$ cat config.mk
export PLATFORM = sky130hd
export DESIGN_NAME = mkio_receiver
export DESIGN_NICKNAME = d
export VERILOG_FILES = /design/src/rtl/mkio_pkg.sv /design/src/rtl/mkio_rx_frontend.sv /design/src/rtl/mkio_receiver.sv
export SDC_FILE = /design/constraint.sdc
export NUM_CORES = 1
export LEC_CHECK = 0
export CAP_MARGIN = 30
export CELL_PAD_IN_SITES_DETAIL_PLACEMENT = 0
export CELL_PAD_IN_SITES_GLOBAL_PLACEMENT = 1
export CORE_ASPECT_RATIO = 0.9
export CORE_MARGIN = 5
export CORE_UTILIZATION = 37
export CTS_BUF_LIST = sky130_fd_sc_hd__clkbuf_4 sky130_fd_sc_hd__clkbuf_8
export CTS_CLUSTER_DIAMETER = 150
export DETAILED_ROUTE_END_ITERATION = 10
export GPL_TIMING_DRIVEN = 0
export PLACE_DENSITY = 0.72
export SLEW_MARGIN = 5
export SYNTH_ARGS = -nofsm -noshare
export SYNTH_HDL_FRONTEND = slang
export SYNTH_SLANG_ARGS = --single-unit
$ cat constraint.sdc
create_clock -name clk -period 2 [get_ports clk]
set_clock_uncertainty 0.2 [all_clocks]
set_input_delay 0.3 -clock clk [delete_from_list [all_inputs] [get_ports clk]]
set_output_delay 0.3 -clock clk [all_outputs]
set_load 0.05 [all_outputs]
$ cat src/rtl/mkio_pkg.sv
// Shared MKIO definitions for the receiver and transmitter: FSM states, line states,
// sync patterns and the parity type.
package mkio_pkg;

  localparam int unsigned HalfBitDefault = 8;
  localparam int unsigned DataBits       = 16;

  typedef logic [1:0] rx_state_t;
  localparam rx_state_t StIdle  = 2'd0;
  localparam rx_state_t StSync2 = 2'd1;
  localparam rx_state_t StBits  = 2'd2;
  localparam rx_state_t StDone  = 2'd3;

  // Encoded directly as {DI1, DI0} after synchronisation.
  typedef logic [1:0] line_t;
  localparam line_t LineIdle    = 2'b00;
  localparam line_t LineLow     = 2'b01;
  localparam line_t LineHigh    = 2'b10;
  localparam line_t LineInvalid = 2'b11;

  // Sync patterns in half-bits, MSB sent first (1 = high, 0 = low).
  localparam logic [5:0] SyncCmd  = 6'b000111;
  localparam logic [5:0] SyncData = 6'b111000;

  localparam logic ParityOdd = 1'b1;

  function automatic logic parity_ok(input logic [16:0] word);
    return (^word) == ParityOdd;
  endfunction

endpackage

$ cat src/rtl/mkio_rx_frontend.sv
// Two-flop synchronizer for both line phases; the synchronized pair is the line state.
module mkio_rx_frontend
  import mkio_pkg::*;
(
  input  logic  clk,
  input  logic  reset,
  input  logic  di1,
  input  logic  di0,
  output line_t line
);

  logic [1:0] meta_q;
  logic [1:0] sync_q;

  always_ff @(posedge clk) begin
    if (reset) begin
      meta_q <= 2'b00;
      sync_q <= 2'b00;
    end else begin
      meta_q <= {di1, di0};
      sync_q <= meta_q;
    end
  end

  assign line = sync_q;

endmodule

$ cat src/rtl/mkio_receiver.sv
// Manchester-II word receiver: run-length sync hunt, then fixed sampling timed from the
// sync edge, odd parity check and one-cycle completion/error strobes.
module mkio_receiver
  import mkio_pkg::*;
#(
  parameter int unsigned HALF_BIT = HalfBitDefault
) (
  input  logic        clk,
  input  logic        reset,
  input  logic        DI1,
  input  logic        DI0,
  output logic [15:0] data_rcv,
  output logic        cd_rcv,
  output logic        imp_rcv,
  output logic        err_rcv,
  output logic        busy_rcv
);

  localparam int unsigned RunW = $clog2(5 * HALF_BIT + 2);
  localparam int unsigned TmrW = $clog2(3 * HALF_BIT);
  localparam int unsigned PhW  = $clog2(2 * HALF_BIT);

  localparam logic [RunW-1:0] RunLo    = RunW'(5 * HALF_BIT / 2);
  localparam logic [RunW-1:0] RunHi    = RunW'(5 * HALF_BIT);
  localparam logic [RunW-1:0] RunSat   = RunW'(5 * HALF_BIT + 1);
  localparam logic [TmrW-1:0] TmrCheck = TmrW'(3 * HALF_BIT / 2);
  localparam logic [TmrW-1:0] TmrLast  = TmrW'(3 * HALF_BIT - 1);
  localparam logic [PhW-1:0]  PhFirst  = PhW'(HALF_BIT / 2);
  localparam logic [PhW-1:0]  PhSecond = PhW'(3 * HALF_BIT / 2);
  localparam logic [PhW-1:0]  PhLast   = PhW'(2 * HALF_BIT - 1);
  localparam logic [4:0]      LastBit  = 5'(DataBits);

  line_t line;

  mkio_rx_frontend u_frontend (
    .clk   (clk),
    .reset (reset),
    .di1   (DI1),
    .di0   (DI0),
    .line  (line)
  );

  rx_state_t       state_q, state_d;
  logic [TmrW-1:0] tmr_q, tmr_d;
  logic [PhW-1:0]  ph_q, ph_d;
  logic [4:0]      bit_q, bit_d;
  line_t           first_q, first_d;
  logic [15:0]     shift_q, shift_d;
  logic            cd_cand_q, cd_cand_d;
  logic [RunW-1:0] run_q, run_d;
  line_t           lvl_q, lvl_d;
  logic [15:0]     data_d;
  logic            cd_d, imp_d, err_d;
  logic            sync_edge;
  logic            is_level;
  logic [16:0]     full;
  line_t           post_lvl;

  assign is_level = (line == LineHigh) || (line == LineLow);

  // Run length runs in every state so a back-to-back sync is measured from its true start,
  // including a preceding parity half of the same level.
  always_comb begin
    run_d     = run_q;
    lvl_d     = lvl_q;
    sync_edge = 1'b0;
    if (!is_level) begin
      run_d = '0;
      lvl_d = LineIdle;
    end else if (line == lvl_q) begin
      if (run_q != RunSat) run_d = run_q + 1'b1;
    end else begin
      sync_edge = (lvl_q != LineIdle) && (run_q >= RunLo) && (run_q <= RunHi);
      run_d     = RunW'(1);
      lvl_d     = line;
    end
  end

  always_comb begin
    state_d   = state_q;
    tmr_d     = tmr_q;
    ph_d      = ph_q;
    bit_d     = bit_q;
    first_d   = first_q;
    shift_d   = shift_q;
    cd_cand_d = cd_cand_q;
    data_d    = data_rcv;
    cd_d      = cd_rcv;
    imp_d     = 1'b0;
    err_d     = 1'b0;
    full      = {shift_q, first_q == LineHigh};
    post_lvl  = cd_cand_q ? LineHigh : LineLow;

    case (state_q)
      StIdle: begin
        if (sync_edge) begin
          state_d   = StSync2;
          tmr_d     = TmrW'(1);
          cd_cand_d = (lvl_q == LineLow);
        end
      end
      StSync2: begin
        if (line == LineInvalid) begin
          state_d = StIdle;
          err_d   = 1'b1;
        end else if ((tmr_q == TmrCheck) && (line != post_lvl)) begin
          state_d = StIdle;
        end else if (tmr_q == TmrLast) begin
          state_d = StBits;
          ph_d    = '0;
          bit_d   = '0;
        end else begin
          tmr_d = tmr_q + 1'b1;
        end
      end
      StBits: begin
        ph_d = (ph_q == PhLast) ? '0 : ph_q + 1'b1;
        if (ph_q == PhLast) bit_d = bit_q + 5'd1;
        if (line == LineInvalid) begin
          state_d = StIdle;
          err_d   = 1'b1;
        end else if (ph_q == PhFirst) begin
          if (line == LineIdle) begin
            state_d = StIdle;
            err_d   = 1'b1;
          end else begin
            first_d = line;
          end
        end else if (ph_q == PhSecond) begin
          if ((line == LineIdle) || (line == first_q)) begin
            state_d = StIdle;
            err_d   = 1'b1;
          end else if (bit_q == LastBit) begin
            state_d = StDone;
            data_d  = full[16:1];
            cd_d    = cd_cand_q;
            imp_d   = 1'b1;
            err_d   = !parity_ok(full);
          end else begin
            shift_d = full[15:0];
          end
        end
      end
      StDone:  state_d = StIdle;
      default: state_d = StIdle;
    endcase
  end

  always_ff @(posedge clk) begin
    if (reset) begin
      state_q   <= StIdle;
      tmr_q     <= '0;
      ph_q      <= '0;
      bit_q     <= '0;
      first_q   <= LineIdle;
      shift_q   <= '0;
      cd_cand_q <= 1'b0;
      run_q     <= '0;
      lvl_q     <= LineIdle;
      data_rcv  <= '0;
      cd_rcv    <= 1'b0;
      imp_rcv   <= 1'b0;
      err_rcv   <= 1'b0;
    end else begin
      state_q   <= state_d;
      tmr_q     <= tmr_d;
      ph_q      <= ph_d;
      bit_q     <= bit_d;
      first_q   <= first_d;
      shift_q   <= shift_d;
      cd_cand_q <= cd_cand_d;
      run_q     <= run_d;
      lvl_q     <= lvl_d;
      data_rcv  <= data_d;
      cd_rcv    <= cd_d;
      imp_rcv   <= imp_d;
      err_rcv   <= err_d;
    end
  end

  assign busy_rcv = (state_q == StSync2) || (state_q == StBits);

endmodule

After elaboration in Yosys (flattened, before gate mapping)

Index checks and enable logic that the tools add are counted.

Register bits after elaboration: 66
Bits of input ports: 4
Output and inout port bits: 20
Logic and storage cells: 124

Add/subtract/negate cells: 4
Order comparisons: 2
Equal/unequal tests: 29
Multiplexer cells: 40
Bitwise operators: 9
Reduce and logical (&&, ||, !) cells: 24

Operators by type and width:

| operator                                                                             | number |
|---|---|
| 5-bit 2-to-1 mux                                                                     | 8 |
| 2-bit 2-to-1 mux                                                                     | 11 |
| 5-bit one-hot mux with 2 select lines                                                | 2 |
| 17-bit XOR reduction                                                                 | 1 |
| 4-bit 2-to-1 mux                                                                     | 4 |
| 5-bit AND reduction                                                                  | 3 |
| 1-bit 2-to-1 mux                                                                     | 12 |
| 2-bit inequality test (second input constant)                                        | 6 |
| 4-bit inequality test (second input constant)                                        | 3 |
| 6-bit AND reduction                                                                  | 2 |
| 5-bit by 1-bit adder with 5-bit output (second input constant)                       | 2 |
| 2-bit == test (second input constant)                                                | 5 |
| 5-bit == test (second input constant)                                                | 2 |
| 1-bit inverter                                                                       | 9 |
| 4-bit == test (second input constant)                                                | 2 |
| 2-bit one-hot mux with 4 select lines                                                | 1 |
| 4-bit one-hot mux with 2 select lines                                                | 1 |
| 4-bit AND reduction                                                                  | 2 |
| 6-bit by 1-bit adder with 6-bit output (second input constant)                       | 1 |
| 2-bit by 1-bit == test with 1-bit output (second input constant)                     | 3 |
| 6-bit by 5-bit greater-or-equal comparator with 1-bit output (second input constant) | 1 |
| 6-bit <= comparator (second input constant)                                          | 1 |
| 6-bit inequality test (second input constant)                                        | 1 |
| 2-bit nonzero test                                                                   | 3 |
| other kinds (16)                                                                     | 22 |

Longest topological paths before layout

Gate-level depths: netlist of run 1.

Word-level depth: 9
Depth in mapped cells: 10
Gate-level depth less buffers: 8

Modules after synthesis

A second synthesis of run 1 with hierarchy kept.

Cells, all modules: 344
Area, all modules: 3238.1 µm²

Modules (own cells, without submodules):

| module           | times used | cells an instance | area an instance (µm²) |
|---|---|---|---|
| mkio_receiver    | 1          | 336               | 3133.0 |
| mkio_rx_frontend | 1          | 8                 | 105.1 |

Worst setup path after synthesis of run 1

No wires, ideal clock.

Path type: reg-to-reg
Start point: register state_q[0]
End point: register ph_q[2]
Arrival time: 1.777 ns
Required time: 1.730 ns
Slack: -0.048 ns
Stages on the path, launching flop included: 6
Clock period less this slack: 2.048 ns
Cell sequence: dfxtp_1 inv_1 ha_1 nand3_1 or3b_2 a21oi_1

Longest elaborated chain between the ends: 3

RTL lines:

| item                                                                                | line                 | source |
|---|---|---|
| start: declaration                                                                  | mkio_receiver.sv:43  | `rx_state_t state_q, state_d;` |
| start signal: assignment                                                            | mkio_receiver.sv:151 | `state_q <= StIdle;` |
| start signal: assignment                                                            | mkio_receiver.sv:165 | `state_q <= state_d;` |
| 2-bit by 1-bit == test with 1-bit output / 2-bit == test (equally long branches)    | mkio_receiver.sv:94  | `case (state_q)` |
| 2-bit inequality test (no source line) / 2-bit nonzero test (equally long branches) | n/a                  |  |
| 4-bit AND reduction (no source line)                                                | n/a                  |  |
| end signal: assignment                                                              | mkio_receiver.sv:167 | `ph_q <= ph_d;` |
| end: declaration                                                                    | mkio_receiver.sv:45  | `logic [PhW-1:0] ph_q, ph_d;` |

Several ways; a longest one is shown, not always the timed one.
A chain may end at the register's enable or synchronous reset.

Final worst setup path of run 1

Start point: register u_frontend.sync_q[0], in the netlist u_frontend.line[0]
End point: register state_q[1]

Longest elaborated chain between the ends: 7

RTL lines:

| item                                                      | line                                       | source |
|---|---|---|
| start: declaration                                        | mkio_rx_frontend.sv:13                     | `logic [1:0] sync_q;` |
| start signal: assignment                                  | mkio_rx_frontend.sv:21                     | `sync_q <= meta_q;` |
| 2-bit == test / 2-bit logical NOT (equally long branches) | mkio_receiver.sv:130, mkio_receiver.sv:123 |  |
| 1-bit logical OR                                          | mkio_receiver.sv:130                       | `if ((line == LineIdle) \|\| (line == first_q)) begin` |
| 2-bit 2-to-1 mux                                          | mkio_receiver.sv:130                       |  |
| 2-bit 2-to-1 mux                                          | mkio_receiver.sv:129                       | `end else if (ph_q == PhSecond) begin` |
| 2-bit 2-to-1 mux                                          | mkio_receiver.sv:122                       | `end else if (ph_q == PhFirst) begin` |
| 2-bit 2-to-1 mux                                          | mkio_receiver.sv:119                       | `if (line == LineInvalid) begin` |
| 2-bit one-hot mux with 4 select lines                     | mkio_receiver.sv:94                        |  |

Several ways; a longest one is shown, not always the timed one. The select of a mux whose other input is x is not followed.

==> summary.txt, run 1 <==
Outcome
  • Status: finished, violations left
  • Failing checks: setup timing

Min path
  • Hold Crit Class: primary input to flop
  • Hold_sp: reset
  • WHS Path Cells: 2

Global routing
  • Vias in the first global route: 2334
  • First-pass GRT wire length: 10900 um
  • Overflow after GRT: 0
  • Tot GR Track Use: 0.130
  • Initial antenna violation count: 0
  • Largest net degree at the start of global routing: 13

Detailed routing
  • Detailed Route Iter0 Violations: 73
  • Routed wire per std cell: 13.2 um
  • Via count: 2483
  • Post-route ant nets: 0
  • Detailed Routing Iterations Pass 1: 4
  • WL final: 6720 um
  • Vias/cell: 4.86
  • # DRC: 0

Clock tree
  • Worst-Skew Late Latency: 0.35 ns
  • Root Driver: clkbuf_8
  • Inserted Clock Buffers: 9
  • CTS Buffer Depth: 2
  • Clk sinks: 66
  • CTS clock-pin slew for the worst setup and hold paths: 0.07 ns
  • Post-CTS Hold Buffers: 0
  • CTS tree: yes
  • Htree depth: 3

Placed design
  • Post-placement worst setup slack: -0.414 ns
  • HPWL after DPL: 4390 um
  • GP Congestion: 0.725
  • IO Port Bufs: 22

Synth
  • Predominant post-synthesis flop cell: dfxtp_1
  • Post-Syn Nets: 377
  • Count of cell types in the netlist: 44
  • YS warnings: 0
  • Cell Area, Synth: 0.00314 mm^2
  • Register area share after synthesis: 0.421
  • Mapped Avg Cell Area: 8.77 um^2
  • Ys async rst share: 0
  • Post-synth EDFFs: 0
  • #FFs+latches synth: 66
  • Cell count after synthesis: 358

Final layout
  • Fillcell total: 776
  • Layout cells sized above 1: 0.269
  • Register area: 0.00134 mm^2
  • Final core utilization: 0.519
  • Area Growth Syn to Fin: 34.6%
  • Number of antenna diodes: 0
  • Multi-input gate area: 0.00198 mm^2
  • Nets@finish: 426

STA
  • Fmax: 488 MHz
  • RSZ-0062 raised after global routing: true
  • Worst-Margin Slew: 0.578 ns
  • Fin crit share: 1.02
  • Setup WS post-layout: -0.0477 ns
  • Min cycle time layout: 2.05 ns
  • Final Hold Fails: 0
  • Setup violators final: 3
  • Final Max Slew Viols: 0
  • Max-slew headroom: 0.615

Die
  • Core box area: 0.00815 mm^2
  • Die area: 0.0104 mm^2
  • Cell Rows: 31
  • I/O Pins: 24
  • Die Height: 97.4 um
  • Initial Util: 0.386
  • Die X: 107 um

Setup path
  • CP Launch Type: flop
  • Crit end category: flop
  • Crit path max fanout: 6
  • Origin of the critical flop-to-flop path: u_frontend.line[0]
  • Worst r2r path cells: 7
  • Crit path launch: u_frontend.line[0]
  • Worst setup path category: flop to flop
  • Crit path arrival time: 2.06 ns
  • Worst EP required: 2.02 ns

Pwr
  • Worst vdd ir: 431 uV
  • Power per cell area: 695 mW/mm^2
  • Lkg Pwr: 1.82 nW

Flow run
  • Maxcap violations: 0
placed cells by master, fill, tap and decap left out, types with 3 or more instances in the layout:
cell and count:
buf_4 12, xor2_1 4, xnor2_1 17, nand2b_1 6, ha_1 10, a21oi_2 7
nor2b_1 5, a21oi_1 26, nand2_1 46, nand4b_1 3, mux2i_1 19, a21bo_2 3
o21ai_0 5, clkbuf_1 6, nand3_1 11, dfxtp_2 12, inv_2 5, buf_6 7
ha_4 4, inv_1 13, nor2_1 40, nand3_2 3, dfxtp_1 52, dlygate4sd2_1 6
xnor2_2 6, clkdlybuf4s50_1 3, clkbuf_8 10, dlymetal6s2s_1 12
metrics by stage:
| step | TNS (ns) | hold WS, ns | area, um^2 | power, mW | instances |
|---|---|---|---|---|---|
| after floorplan | 0 | 0.214 | 3160 | 1.53 | 358 |
| after global placement | -10.80 | 0.226 | 3500 | 1.58 | 479 |
| after detailed placement | -10.41 | 0.230 | 3500 | 1.59 | 479 |
| after global routing | -0.779 | 0.242 | 4230 | 3.07 | 511 |
| final | -0.0659 | 0.215 | 4230 | 2.94 | 511 |
| after CTS | -0.0905 | 0.206 | 3920 | 2.90 | 502 |
power breakdown:
group	switching [mW]	internal [mW]
Combinational	0.184	0.147
Sequential	0.0148	1.33
Clock	0.526	0.737
layer usage:
metal / vias up / share of wire / global-route usage
li1: 1302 / - / -
met2: 40 / 0.43 / 0.187
met5: - / 0 / 0
met4: 0 / 0.013 / 0.0472
met1: 1133 / 0.51 / 0.180
met3: 8 / 0.048 / 0.0432
state kept, by name, summed over array words and instances (netlist names):
register / count
state_q: 2
cd_rcv: 1
first_q: 2
bit_q: 5
tmr_q: 5
run_q: 6
ph_q: 4
cd_cand_q: 1
u_frontend.line: 2
u_frontend.meta_q: 2
shift_q: 16
imp_rcv: 1
err_rcv: 1
data_rcv: 16
lvl_q: 2
synth_stat cells, types with 2 or more instances:
cell / number / area [um^2]
a2111oi_2: 2 / 30.0
a21bo_2: 3 / 30.0
a21oi_1: 33 / 165
and2_1: 3 / 18.8
and3_1: 4 / 25.0
buf_2: 3 / 15.0
buf_4: 2 / 15.0
clkbuf_1: 9 / 33.8
dfxtp_1: 66 / 1320
ha_1: 15 / 188
inv_1: 19 / 71.3
mux2i_1: 19 / 190
nand2_1: 48 / 180
nand2b_1: 6 / 37.5
nand3_1: 14 / 70.1
nand4b_1: 3 / 26.3
nor2_1: 41 / 154
nor2b_1: 7 / 43.8
nor3_1: 4 / 20.0
nor3b_1: 2 / 15.0
o21ai_0: 8 / 40.0
xnor2_1: 21 / 184
xnor2_2: 2 / 32.5
xor2_1: 4 / 35.0
worst max-delay path: stages (launching register included):
cell      delay (ns)
dfxtp_2         0.34
buf_6           0.13
and3b_1         0.21
o311ai_4        0.34
nor2b_4         0.10
a211oi_2        0.32
mux2i_1         0.22
nor2_1          0.05
timing repair:
action                                  4_1_cts  5_1_grt
buffers inserted                              7        8
endpoints found under the setup margin       56       53
pin swaps                                    14       15
gates resized for setup                      60       54
cloned                                        0        1
worst paths after layout:
check	end	slack, ns
hold reg to reg	u_frontend.line[1]	0.24
hold / removal	u_frontend.line[1]	0.21
setup reg to reg	state_q[1]	-0.05
setup / recovery	state_q[1]	-0.05
cell families after synthesis:
group / synth area share
flip-flops: 0.421
AND/OR/NAND/NOR: 0.216
AO/OA/AOI/OAI: 0.110
multiplexers: 0.0641
buffers and inverters: 0.0430
adder cells (fa/ha/maj): 0.0598
XOR/XNOR: 0.0873
cell type report:
| type | count | area share |
|---|---|---|
| repair buffers | 37 | 0.0912 |
| clock buffers | 10 | 0.0326 |
| plain buffers | 14 | 0.0228 |
| flip-flops and latches | 66 | 0.318 |
| inverters | 19 | 0.0175 |
| clock inverters | 6 | 0.0210 |
| multi-input cells | 260 | 0.468 |
| well taps | 99 | 0.0293 |
Note: power is estimated with default switching activity, not from simulation.
==> inputs of run 2 (changes only) <==
--- a/config.mk
+++ b/config.mk
@@ -15,7 +15,7 @@
 export CTS_CLUSTER_DIAMETER = 150
 export DETAILED_ROUTE_END_ITERATION = 10
 export GPL_TIMING_DRIVEN = 0
-export PLACE_DENSITY = 0.72
+export PLACE_DENSITY = 0.74
 export SLEW_MARGIN = 5
 export SYNTH_ARGS = -nofsm -noshare
 export SYNTH_HDL_FRONTEND = slang
==> run 2 against run 1 <==
  * Worst setup slack improved by 0.00061 ns
  * Final cell count increased by 1.2%
  * Critical path depth increased by 1
  * Register-to-register slack about the same
  * The run still ends with setup timing left
==> summary.txt, run 2 (synthesized netlist as in run 1, its figures left out) <==
Clock tree
  • Htree depth: 3 (unchanged)
  • CTS tree: yes (unchanged)
  • Root Driver: clkbuf_8 (unchanged)
  • CTS Buffer Depth: 2 (unchanged)
  • CTS clock-pin slew for the worst setup and hold paths: 0.07 ns (about the same)
  • Worst-Skew Late Latency: 0.35 ns (about the same)
  • Clk sinks: 66 (unchanged)
  • Post-CTS Hold Buffers: 0 (unchanged)
  • Inserted Clock Buffers: 9 (unchanged)

Pwr
  • Clk pwr share: 0.372 (was 0.430)
  • Reg power frac: 0.495 (was 0.458)
  • P_sw: 730 uW (was 725 uW)
  • Sw Share: 0.268 (was 0.247)
  • Int Pwr: 1.99 mW (was 2.21 mW)
  • Power per cell area: 644 mW/mm^2 (was 695 mW/mm^2)
  • Pwr Total: 2.72 mW (was 2.94 mW)
  • Lkg Pwr: 1.73 nW (was 1.82 nW)
  • Combinational fraction of design power: 0.133 (was 0.113)
  • Worst vdd ir: 408 uV (was 431 uV)

Die
  • Initial Util: 0.386 (unchanged)
  • Cell Rows: 31 (unchanged)
  • Die area: 0.0104 mm^2 (unchanged)
  • Core box area: 0.00815 mm^2 (unchanged)
  • Die Height: 97.4 um (unchanged)
  • I/O Pins: 24 (unchanged)
  • Die X: 107 um (unchanged)

Final layout
  • Commonest non-fill, non-tap cells in the layout: dfxtp_1 (51), nand2_1 (46), nor2_1 (40), a21oi_1 (26) (was dfxtp_1 (52), nand2_1 (46), nor2_1 (40), a21oi_1 (26), mux2i_1 (19))
  • Layout cells sized above 1: 0.285 (was 0.269)
  • Final Non-Filler Cells: 517 (was 511)
  • Most common cell after layout, fill and taps aside: dfxtp_1 (unchanged)
  • Final core utilization: 0.518 (was 0.519)
  • Number of antenna diodes: 0 (unchanged)
  • Area Growth Syn to Fin: 34.4% (was 34.6%)
  • Top Registers: data_rcv (16), shift_q (16), run_q (6) (unchanged)
  • Nets@finish: 432 (was 426)

Detailed routing
  • Detailed Routing Iterations Pass 1: 4 (unchanged)
  • Post-route ant nets: 0 (unchanged)
  • Vias/cell: 4.95 (was 4.86)
  • Routed wire per std cell: 13.7 um (was 13.2 um)
  • WL final: 7060 um (was 6720 um)
  • # DRC: 0 (unchanged)
  • Detailed Route Iter0 Violations: 105 (was 73)
  • Via count: 2557 (was 2483)

STA
  • Setup WS post-layout: -0.0471 ns (was -0.0477 ns)
  • Final Hold Fails: 0 (unchanged)
  • Min cycle time layout: 2.05 ns (about the same)
  • Final Max Slew Viols: 0 (unchanged)
  • Max-slew headroom: 0.617 (was 0.615)
  • Worst-Margin Slew: 0.575 ns (was 0.578 ns)
  • Fin crit share: 1.02 (about the same)
  • RSZ-0062 raised after global routing: true (unchanged)
  • Setup violators final: 4 (was 3)
  • Fmax: 489 MHz (was 488 MHz)
  • Min Hold Slack: 0.215 ns (about the same)

Placed design
  • HPWL after DPL: 4500 um (was 4390 um)
  • IO Port Bufs: 22 (unchanged)
  • GP Congestion: 0.791 (was 0.725)
  • Post-Place Cells: 479 (unchanged)

Global routing
  • Overflow after GRT: 0 (unchanged)
  • Initial antenna violation count: 0 (unchanged)
  • First-pass GRT wire length: 11600 um (was 10900 um)
  • Largest net degree at the start of global routing: 12 (was 13)
  • Tot GR Track Use: 0.137 (was 0.130)
  • Vias in the first global route: 2412 (was 2334)

Setup path
  • Worst setup path category: flop to flop (unchanged)
  • Crit path arrival time: 2.06 ns (about the same)
  • CP Launch Type: flop (unchanged)
  • Worst EP required: 2.01 ns (was 2.02 ns)
  • Crit end category: flop (unchanged)
  • Crit path max fanout: 3 (was 6)

Outcome
  • Status: finished, violations left (unchanged)
  • Failing checks: setup timing (unchanged)

Min path
  • Hold Crit Class: primary input to flop (unchanged)

Flow run
  • Maxcap violations: 0 (unchanged)
run 2: cell count changes in the layout (fill, tap and decap cells not counted), sizes merged:
| cell | previous run | this run |
|---|---|---|
| buf | 21 | 27 |
| dlygate4sd2 | 6 | 12 |
| dlymetal6s2s | 12 | 6 |
| bufinv | 2 | 0 |
| clkinv | 1 | 3 |
| clkbuf | 19 | 20 |
| inv | 20 | 19 |
run 2: timing repair:
| action | in CTS | in global routing |
|---|---|---|
| setup buffers | 12 | 9 |
| setup endpoints to repair | 65 | 50 |
| cloned | 1 | 1 |
| pin swaps | 13 | 18 |
| gates resized for setup | 71 | 45 |
run 2: final cells by class:
| type | instances | area [um^2] |
|---|---|---|
| plain buffers | 13 | 96.3 |
| multi-input cells | 260 | 1980 |
| flip-flops and latches | 66 | 1340 |
| repair buffers | 44 | 424 |
| clock buffers | 11 | 145 |
| inverters | 19 | 73.8 |
| fillers | 775 | 3930 |
| clock inverters | 5 | 30.0 |
| well taps | 99 | 124 |
run 2: critical path: stages, from the launching register on:
cell	delay, ns
dfxtp_2	0.32
inv_2	0.07
ha_4	0.11
and4bb_4	0.27
a2111oi_4	0.06
o311a_1	0.35
a211oi_4	0.24
mux2i_1	0.23
nor2_1	0.06
run 2: worst paths after layout:
kind,cells after the start,end,slack [ns],start
hold reg to reg,1,u_frontend.line[0],0.24,u_frontend.meta_q[0]
setup / recovery,8,state_q[1],-0.05,bit_q[0]
setup reg to reg,8,state_q[1],-0.05,bit_q[0]
hold / removal,2,u_frontend.meta_q[1],0.22,reset
run 2: per-stage QoR:
stage | area, um^2 | worst slack (ns) | TNS (ns)
2_1_floorplan | 3160 | 0.00716 | 0
3_3_place_gp | 3500 | -0.445 | -12.05
3_5_place_dp | 3500 | -0.483 | -12.89
4_1_cts | 3960 | -0.0584 | -0.286
5_1_grt | 4220 | -0.124 | -0.927
6_report | 4220 | -0.0471 | -0.119
run 2: metal layers:
layer,up-vias,track usage,part of all wire
li1,1312,-,-
met4,0,0.0413,0.0064
met2,41,0.199,0.46
met5,-,0,0
met3,4,0.0465,0.037
met1,1200,0.192,0.49
run 2: power groups by stage:
stage                     Clock (mW)  Combinational (mW)  Sequential [mW]
final                           1.01               0.361             1.35
after floorplan                    0               0.164             1.37
after CTS                       1.04               0.296             1.34
after detailed placement           0               0.215             1.37
after global placement             0               0.213             1.37
after global routing            1.11               0.390             1.35
